--- config.mk ---
export PLATFORM = sky130hd
export DESIGN_NAME = dds_ctrl
export DESIGN_NICKNAME = d
export VERILOG_FILES = /design/src/rtl/dds_pkg.sv /design/src/rtl/dds_slot_counter.sv /design/src/rtl/dds_ctrl.sv
export SDC_FILE = /design/constraint.sdc
export NUM_CORES = 1
export LEC_CHECK = 0
export BUFFER_PORTS_ARGS = -buffer_cell sky130_fd_sc_hd__buf_2
export CAP_MARGIN = 20
export CORE_ASPECT_RATIO = 1.25
export CORE_MARGIN = 4
export CORE_UTILIZATION = 47
export DETAILED_ROUTE_END_ITERATION = 8
export PLACE_DENSITY = 0.84
export SLEW_MARGIN = 20
export SYNTH_ARGS = -nofsm -noshare
export SYNTH_HDL_FRONTEND = slang
export SYNTH_SLANG_ARGS = --single-unit
--- constraint.sdc ---
create_clock -name clk -period 3 [get_ports clk]
set_clock_uncertainty 0.2 [all_clocks]
set_input_delay 0.6 -clock clk [delete_from_list [all_inputs] [get_ports clk]]
set_output_delay 0.6 -clock clk [all_outputs]
set_load 0.1 [all_outputs]
--- src/rtl/dds_pkg.sv ---
// Shared types and constants for the DDS controller: FSM states, error codes,
// and the DDS FIFO address map.
package dds_pkg;

  typedef enum logic [2:0] {
    IDLE       = 3'd0,
    CLEAR      = 3'd1,
    LOAD_THETA = 3'd2,
    LOAD_DELTA = 3'd3,
    LOAD_AMPL  = 3'd4,
    RUN        = 3'd5
  } state_e;

  typedef enum logic [1:0] {
    ERR_NONE       = 2'd0,
    ERR_EARLY_LAST = 2'd1,
    ERR_NO_LAST    = 2'd2,
    ERR_TIMEOUT    = 2'd3
  } err_e;

  localparam int THETAS    = 0;
  localparam int DELTAS    = 1;
  localparam int AMPLS     = 2;
  // Sized by the caller; -1 truncates to all ones at any address width.
  localparam int PARK_ADDR = -1;

  function automatic int load_addr(input state_e s);
    case (s)
      LOAD_THETA: load_addr = THETAS;
      LOAD_DELTA: load_addr = DELTAS;
      LOAD_AMPL:  load_addr = AMPLS;
      default:    load_addr = PARK_ADDR;
    endcase
  endfunction

endpackage

--- src/rtl/dds_slot_counter.sv ---
// Mod-N slot counter with synchronous clear (dominant over enable) and a
// combinational wrap flag that is high on the enabled cycle at count N-1.
module dds_slot_counter #(
  parameter int N = 4,
  parameter int W = $clog2(N)
) (
  input  logic         clk,
  input  logic         a_rst,
  input  logic         clr,
  input  logic         en,
  output logic [W-1:0] count,
  output logic         wrap
);

  assign wrap = en && (count == W'(N - 1));

  always_ff @(posedge clk or posedge a_rst) begin
    if (a_rst) begin
      count <= '0;
    end else if (clr) begin
      count <= '0;
    end else if (en) begin
      count <= wrap ? '0 : count + 1'b1;
    end
  end

endmodule

--- src/rtl/dds_ctrl.sv ---
// Sequencer that clears, loads and runs the multi-channel DDS datapath.
// Optional load-stall timeout is built when DDS_CTRL_TIMEOUT_EN is defined.
module dds_ctrl
  import dds_pkg::*;
#(
  parameter int SIG_WIDTH   = 16,
  parameter int NUM_CH      = 4,
  parameter int ADDR_W      = 9,
  parameter int TIMEOUT_CYC = 1024
) (
  input  logic                        clk,
  input  logic                        a_rst,
  input  logic                        i_cfg_start,
  input  logic                        i_cfg_stop,
  input  logic [SIG_WIDTH-1:0]        i_s_data,
  input  logic                        i_s_valid,
  input  logic                        i_s_last,
  output logic                        o_s_ready,
  output logic                        o_dds_rst,
  output logic                        o_dds_start,
  output logic [ADDR_W-1:0]           o_dds_addrs,
  output logic [SIG_WIDTH-1:0]        o_dds_fifo_data,
  output logic                        o_busy,
  output logic                        o_running,
  output logic [$clog2(NUM_CH)-1:0]   o_ch_idx,
  output logic                        o_frame,
  output logic [1:0]                  o_err
);

  localparam int CW = $clog2(NUM_CH);

  state_e        state;
  err_e          err;
  logic          load, beat, beat_wrap, final_slot, ch_wrap, timeout;
  logic [CW-1:0] beat_cnt;

  // Handshake: a word transfers on every cycle where i_s_valid and o_s_ready
  // are both high; o_s_ready is registered and never depends on i_s_valid.
  // A beat that coincides with a stop or an error is still written to the DDS.
  assign load       = (state == LOAD_THETA) || (state == LOAD_DELTA) || (state == LOAD_AMPL);
  assign beat       = i_s_valid && o_s_ready;
  assign final_slot = (state == LOAD_AMPL) && (beat_cnt == CW'(NUM_CH - 1));
  assign o_busy     = (state == CLEAR) || load;
  assign o_running  = (state == RUN);
  assign o_err      = err;

  // The DDS shifts whatever FIFO is addressed, so park the port off every beat.
  always_comb begin
    o_dds_addrs     = ADDR_W'(PARK_ADDR);
    o_dds_fifo_data = '0;
    if (beat) begin
      o_dds_addrs     = ADDR_W'(load_addr(state));
      o_dds_fifo_data = i_s_data;
    end
  end

  dds_slot_counter #(.N(NUM_CH), .W(CW)) u_beat_cnt (
    .clk   (clk),
    .a_rst (a_rst),
    .clr   (state == CLEAR),
    .en    (beat),
    .count (beat_cnt),
    .wrap  (beat_wrap)
  );

  dds_slot_counter #(.N(NUM_CH), .W(CW)) u_ch_cnt (
    .clk   (clk),
    .a_rst (a_rst),
    .clr   (o_running && (i_cfg_start || i_cfg_stop)),
    .en    (o_running),
    .count (o_ch_idx),
    .wrap  (ch_wrap)
  );

`ifdef DDS_CTRL_TIMEOUT_EN
  localparam int TO_W = $clog2(TIMEOUT_CYC);
  logic [TO_W-1:0] to_cnt;

  always_ff @(posedge clk or posedge a_rst) begin
    if (a_rst) begin
      to_cnt <= '0;
    end else if (!load || beat) begin
      to_cnt <= '0;
    end else begin
      to_cnt <= to_cnt + 1'b1;
    end
  end

  assign timeout = load && !beat && (to_cnt == TO_W'(TIMEOUT_CYC - 1));
`else
  assign timeout = 1'b0;
`endif

  always_ff @(posedge clk or posedge a_rst) begin
    if (a_rst) begin
      state       <= IDLE;
      err         <= ERR_NONE;
      o_s_ready   <= 1'b0;
      o_dds_rst   <= 1'b0;
      o_dds_start <= 1'b0;
      o_frame     <= 1'b0;
    end else begin
      o_dds_rst <= 1'b0;
      case (state)
        IDLE: begin
          if (i_cfg_start && !i_cfg_stop) begin
            state     <= CLEAR;
            o_dds_rst <= 1'b1;
            err       <= ERR_NONE;
          end
        end
        CLEAR: begin
          state     <= LOAD_THETA;
          o_s_ready <= 1'b1;
        end
        LOAD_THETA, LOAD_DELTA, LOAD_AMPL: begin
          if (i_cfg_stop) begin
            state     <= IDLE;
            o_s_ready <= 1'b0;
          end else if (timeout) begin
            state     <= IDLE;
            o_s_ready <= 1'b0;
            err       <= ERR_TIMEOUT;
          end else if (beat) begin
            if (i_s_last && !final_slot) begin
              state     <= IDLE;
              o_s_ready <= 1'b0;
              err       <= ERR_EARLY_LAST;
            end else if (final_slot && !i_s_last) begin
              state     <= IDLE;
              o_s_ready <= 1'b0;
              err       <= ERR_NO_LAST;
            end else if (beat_wrap) begin
              case (state)
                LOAD_THETA: state <= LOAD_DELTA;
                LOAD_DELTA: state <= LOAD_AMPL;
                default: begin
                  state       <= RUN;
                  o_s_ready   <= 1'b0;
                  o_dds_start <= 1'b1;
                  o_frame     <= 1'b1;
                end
              endcase
            end
          end
        end
        RUN: begin
          if (i_cfg_stop) begin
            state       <= IDLE;
            o_dds_start <= 1'b0;
            o_frame     <= 1'b0;
          end else if (i_cfg_start) begin
            state       <= CLEAR;
            o_dds_rst   <= 1'b1;
            o_dds_start <= 1'b0;
            o_frame     <= 1'b0;
            err         <= ERR_NONE;
          end else begin
            o_frame <= ch_wrap;
          end
        end
        default: begin
          state       <= IDLE;
          o_s_ready   <= 1'b0;
          o_dds_start <= 1'b0;
          o_frame     <= 1'b0;
        end
      endcase
    end
  end

endmodule

==> results of run 1 <==
-- registers in the layout (all words and copies together), names as in the netlist --
signal and cells:
u_beat_cnt.count 2, o_dds_start 1, state 3, o_frame 1, u_ch_cnt.count 2, o_dds_rst 1, o_err 2, o_s_ready 1
-- final timing paths --
path | start | to | slack [ns]
min reg2reg | u_ch_cnt.count[0]$_DFFE_PP0P_ | u_ch_cnt.count[0]$_DFFE_PP0P_ | 0.30
max in group asynchronous | a_rst | state[1]$_DFFE_PP0P_ | 2.14
max reg2reg | state[0]$_DFFE_PP0P_ | o_dds_start$_DFFE_PP0P_ | 0.64
min in group clk | u_ch_cnt.count[0]$_DFFE_PP0P_ | u_ch_cnt.count[0]$_DFFE_PP0P_ | 0.30
max | state[1]$_DFFE_PP0P_ | o_dds_addrs[8] | 0.33
min | a_rst | u_ch_cnt.count[0]$_DFFE_PP0P_ | 0.13
-- through the flow --
step	instances	hold slack, ns	power [W]	cell area (um2)	worst slack (ns)
after global routing	191	0.178	0.00153	1290	0.215
after detailed placement	187	0.294	0.00136	1270	0.453
after floorplan	124	0.277	0.00125	1050	0.0278
final	191	0.127	0.00146	1290	0.332
after global placement	187	0.285	0.00134	1270	0.481
after CTS	191	0.147	0.00147	1290	0.321
-- worst reg2reg max path: stages, from the launching register on --
cell,delay [ns]
dfrtp_1,0.55
nor3b_4,0.34
nand2_1,0.12
ha_1,0.26
nor3_1,0.38
nand3_1,0.15
a2bb2oi_1,0.16
o22ai_1,0.11
-- cells in the final DEF (no fill, tap or decap), drive strengths merged, types with 2 or more instances in the layout --
master  synthesis  routed
buf            10      57
and3           16      16
dfrtp          13      13
o21ai          12      12
nand2          11      11
inv            10      10
nor2            9       9
a21oi           8       8
ha              4       4
clkbuf          4       4
nor3            2       2
nand3           2       2
a21o            2       2
a32oi           2       2
xnor2           2       2
-- per-layer routing --
| metal | share of wire, % | vias to the layer above | GRT usage (%) |
|---|---|---|---|
| li1 | - | 521 | - |
| met5 | 0 | - | 0 |
| met3 | 3.8 | 3 | 3.93 |
| met2 | 58 | 24 | 35.0 |
| met4 | 0.72 | 0 | 4.35 |
| met1 | 37 | 482 | 20.0 |
-- final cells by class --
cell class                 count  area, um2
timing repair buffer          57        288
sequential                    13        325
clock buffer                   4       26.3
inverter                      10       37.5
fill                         193        733
tap                           20       25.0
multi-input combinational     87        592
-- kinds of logic after synthesis --
family / synth area share, %
multiplexers: 2.43
AO/OA/AOI/OAI: 20.4
AND/OR/NAND/NOR: 26.1
buffers and inverters: 12.9
XOR/XNOR: 1.70
flip-flops: 31.6
adder cells (fa/ha/maj): 4.86
-- power by group through the flow --
| stage | clock, W | combinational [W] | sequential (W) |
|---|---|---|---|
| global placement | 0 | 0.00104 | 0.000307 |
| global route | 0.000119 | 0.00109 | 0.000324 |
| CTS | 0.000112 | 0.00105 | 0.000311 |
| finish | 0.000108 | 0.00104 | 0.000311 |
| detailed placement | 0 | 0.00105 | 0.000314 |
| floorplan | 0 | 0.000729 | 0.000520 |
==> impl_metrics.ini, run 1 <==
[sta]
fin_tns_setup_ns = 0
setup_viol = 0
finalMaxSlewViolations = 0
fmax_ghz = 0.375
worst_pin_slew_ns = 0.489
hold_viol_final = 0
rsz0062_at_grt = false
finalCritPeriodShare_pct = 88.9
min_period_ns = 2.67
relSlewSlack_pct = 67.3

[yosys]
syn_area_um2 = 1030
synth_commonest_cells = and3_1, dfrtp_1, nand2_1
synth_cells = 124
yosysWarnings = 0
ys_types = 38
synth_most_common_cell = and3_1
synth.largest_area_cell = dfrtp_1
synth-edff-count = 0
yosysSeqAreaShare_pct = 31.6
ys_seq_elements = 13
synthTopCellsByArea = dfrtp_1, and3_1, buf_4
avgSynthCellArea_um2 = 8.30
synth_top_flop_cell = dfrtp_1
syn_nets = 150
async_flop_share_pct = 100
synth_top_area_share_pct = 31.6

[clock_network]
cts_setup_buffers = 0
cts_made_buffers = 3
clock_tree.buffer_depth = 2
cts_tree = done
cts_root_buffer = clkbuf_4
clk_latency_ns = 0.28
cts_hold_buf = 0
htree_levels = 1
cts_sinks = 13
post_cts_resized = 0
clkTransAtPathRegs_ns = 0.08

[floorplan]
ios = 57
die_w_um = 49.9
coreArea_um2 = 2030
rows = 18
initial_core_util_pct = 50.8
die_area_um2 = 3010
die_height_um = 60.3

[drt]
wl_um = 2630
drc = 0
antenna_left = 0
vias_per_cell = 5.39
drtIter0Drc = 21
vias = 1030
first_pass_iters = 4
wl_per_cell_um = 13.7

[flow_run]
max_cap_viol_count = 0

[pwr]
switching_power_w = 0.000993
internal_power_w = 0.000469
swShare_pct = 67.9
p_comb_share_pct = 71.4
power_density_nw_per_um2 = 1130
vdd_drop_max_mv = 0.691
p_clk_share_pct = 7.4
p_seq_share_pct = 21.3
power.leakage_nw = 0.733

[hold_path]
hold_class = in2async

[place]
portBuffers = 56
dp_hpwl_um = 2130
place_congestion = 0.833

[cells_and_area]
drive_gt1_share_pct = 46.2
final_nets = 198
diodes = 0
syn_to_final_growth_pct = 25.6
finish.utilization_pct = 63.8

[global_route]
grt_overflow = 0
grt_util_all_layers_pct = 18.0
antenna_found_initial = 0
grt_pass1_wl_um = 4200
grt_max_degree = 22
first_global_vias = 934

[run_status]
outcome = completed

[setup_path]
cpPeakStageDelay_ns = 0.51
cp-start-kind = register
cpLargestDelayFamily = flip-flops
endpoint_kind = primary output
critical_path_class = reg2out
crit_fanout = 10
path_buf_inv = 1
cpMaxStageDelayCell = dfrtp_1
cp_num_cells = 3
arrival_ns = 1.87
crit_required_ns = 2.20
path_cells = and2b_1, o21ai_2, buf_2
reg2regPathDepth = 7
Power figures use the tool's default switching activity.
==> inputs of run 2 (changes only) <==
--- a/config.mk
+++ b/config.mk
@@ -5,13 +5,14 @@
 export SDC_FILE = /design/constraint.sdc
 export NUM_CORES = 1
 export LEC_CHECK = 0
+export ABC_AREA = 1
 export BUFFER_PORTS_ARGS = -buffer_cell sky130_fd_sc_hd__buf_2
 export CAP_MARGIN = 20
 export CORE_ASPECT_RATIO = 1.25
 export CORE_MARGIN = 4
 export CORE_UTILIZATION = 47
 export DETAILED_ROUTE_END_ITERATION = 8
-export PLACE_DENSITY = 0.84
+export PLACE_DENSITY_LB_ADDON = 0.3
 export SLEW_MARGIN = 20
 export SYNTH_ARGS = -nofsm -noshare
 export SYNTH_HDL_FRONTEND = slang
==> run 2 against run 1 <==
Cell area up 17%. Die area up 1.0%. Non-clock buffer count up 1. Global-route usage up 0.50 points. Register-to-register slack better by 0.12 ns. Hold slack better by 0.0046 ns.
==> impl_metrics.ini, run 2 <==
[floorplan]
die_area_um2 = 3040
die_height_um = 60.7
coreArea_um2 = 2050
initial_core_util_pct = 50.9
rows = 18
ios = 57
die_w_um = 50.1

[sta]
hold_viol_final = 0
relSlewSlack_pct = 65.3
setup_viol = 0
worst_pin_slew_ns = 0.520
min_period_ns = 2.56
fmax_ghz = 0.390
setup_slack_ns = 0.437
whs_ns = 0.131
finalCritPeriodShare_pct = 85.4
rsz0062_at_grt = false
finalMaxSlewViolations = 0

[yosys]
syn_area_um2 = 1040
ys_types = 25
synth-edff-count = 0
yosysSeqAreaShare_pct = 31.2
synth.largest_area_cell = dfrtp_1
synth_commonest_cells = nand2_1, inv_1, nor2_1
avgSynthCellArea_um2 = 6.56
synthTopCellsByArea = dfrtp_1, nand2_1, inv_1
async_flop_share_pct = 100
synth_cells = 159
yosysWarnings = 0
synth_top_flop_cell = dfrtp_1
syn_nets = 185
ys_seq_elements = 13
synth_most_common_cell = nand2_1
synth_top_area_share_pct = 31.2

[setup_path]
crit_fanout = 8
cp-start-kind = register
crit_required_ns = 2.20
critical_path_class = reg2out
crit_top_cell = nand2_1
arrival_ns = 1.76
cpPeakStageDelay_ns = 0.46
endpoint_kind = primary output
path_cells = nor2_4, nand2_1, nand2_4, inv_2, nand2_1, buf_2
cpMaxStageDelayCell = dfrtp_1

[global_route]
grt_util_all_layers_pct = 18.5
first_global_vias = 1025
grt_pass1_wl_um = 4330
antenna_found_initial = 0
grt_max_degree = 14
grt_overflow = 0

[cells_and_area]
diodes = 0
drive_gt1_share_pct = 43.2
largest_reg_flops = 3
n_fill_cell = 163
fin_area_um2 = 1510
final_common_cell = buf_2
final_nets = 240
layout_common_cells = buf_2, nand2_1, inv_1
multi_input_area_um2 = 548
syn_to_final_growth_pct = 45.0
fin_cells = 243
max_flop_register = state
regArea_um2 = 327

[hold_path]
hold_class = in2async

[drt]
first_pass_iters = 4
vias = 1135
wl_per_cell_um = 11.1
drtIter0Drc = 23
drc = 0
antenna_left = 0
wl_um = 2700
vias_per_cell = 4.67

[clock_network]
clkTransAtPathRegs_ns = 0.08
htree_levels = 1
post_cts_resized = 0
cts_root_buffer = clkbuf_4
cts_sinks = 13
clock_tree.buffer_depth = 2
cts_hold_buf = 0
cts_tree = done
cts_setup_buffers = 0
clk_latency_ns = 0.29
cts_made_buffers = 3

[place]
dpl_cell_area_um2 = 1490
placed_cells = 239
place_congestion = 0.874
dp_hpwl_um = 2220
post-place-ws_ns = 0.524
portBuffers = 56

[flow_run]
max_cap_viol_count = 0

[run_status]
outcome = completed
-- run 2: cell types whose count changed after synthesis, sizes merged, moves of 4 or more --
cell    before  now
nand2       11   42
inv         10   38
nor2         9   29
and3        16    0
nand3        2   11
o21ai       12    6
a21oi        8    3
clkbuf       4    0
-- run 2: cell families (layout without fill, tap and decap cells) --
kind of cell,after synthesis,after routing,share of synthesized area (%)
compound gates,13,13,8.16
simple gates,83,83,37.0
buf+inv,46,100,18.8
fa+ha+maj,4,4,4.80
flops,13,13,31.2
-- run 2: layout make-up --
type	count	area share, %
Clock buffer	4	1.74
Inverter	38	9.44
Multi-Input combinational cell	100	36.3
Sequential cell	13	21.6
Tap cell	30	2.48
Timing Repair Buffer	58	28.5
-- run 2: worst paths after layout --
| path | slack, ns | cells after the start | end | startpoint |
|---|---|---|---|---|
| min in group clk | 0.27 | 2 | o_err[1]$_DFFE_PP0P_ | o_err[1]$_DFFE_PP0P_ |
| min | 0.13 | 2 | o_err[0]$_DFFE_PP0P_ | a_rst |
| max | 0.44 | 6 | o_busy | state[1]$_DFFE_PP0P_ |
| max reg2reg | 0.76 | 12 | o_frame$_DFFE_PP0P_ | state[1]$_DFFE_PP0P_ |
| max in group asynchronous | 2.10 | 2 | o_s_ready$_DFFE_PP0P_ | a_rst |
| min reg2reg | 0.27 | 2 | o_err[1]$_DFFE_PP0P_ | o_err[1]$_DFFE_PP0P_ |
-- run 2: metrics by stage --
step	setup TNS, ns	util [%]
2_1_floorplan	-0.175	-
3_3_place_gp	0	72.5
3_5_place_dp	0	72.5
4_1_cts	0	73.7
5_1_grt	0	73.7
6_report	0	73.7
-- run 2: critical path, delay by kind of cell, from the launching register on --
kind,cells,cell delay (ns)
and+or+nand+nor,4,0.51
buffers and inverters,2,0.50
DFF,1,0.46
-- run 2: per-layer routing --
metal | GRT usage (%) | share of wire [%] | wire length (um)
met5 | 0 | 0 | 0
met2 | 34.0 | 48 | 1310
met4 | 11.1 | 2.4 | 66
met3 | 4.91 | 10 | 270
met1 | 18.9 | 39 | 1050
Power of run 2 is left out: the tool's default activity adds up to more than one toggle a clock period on the data nets, which glitch-free logic cannot reach.
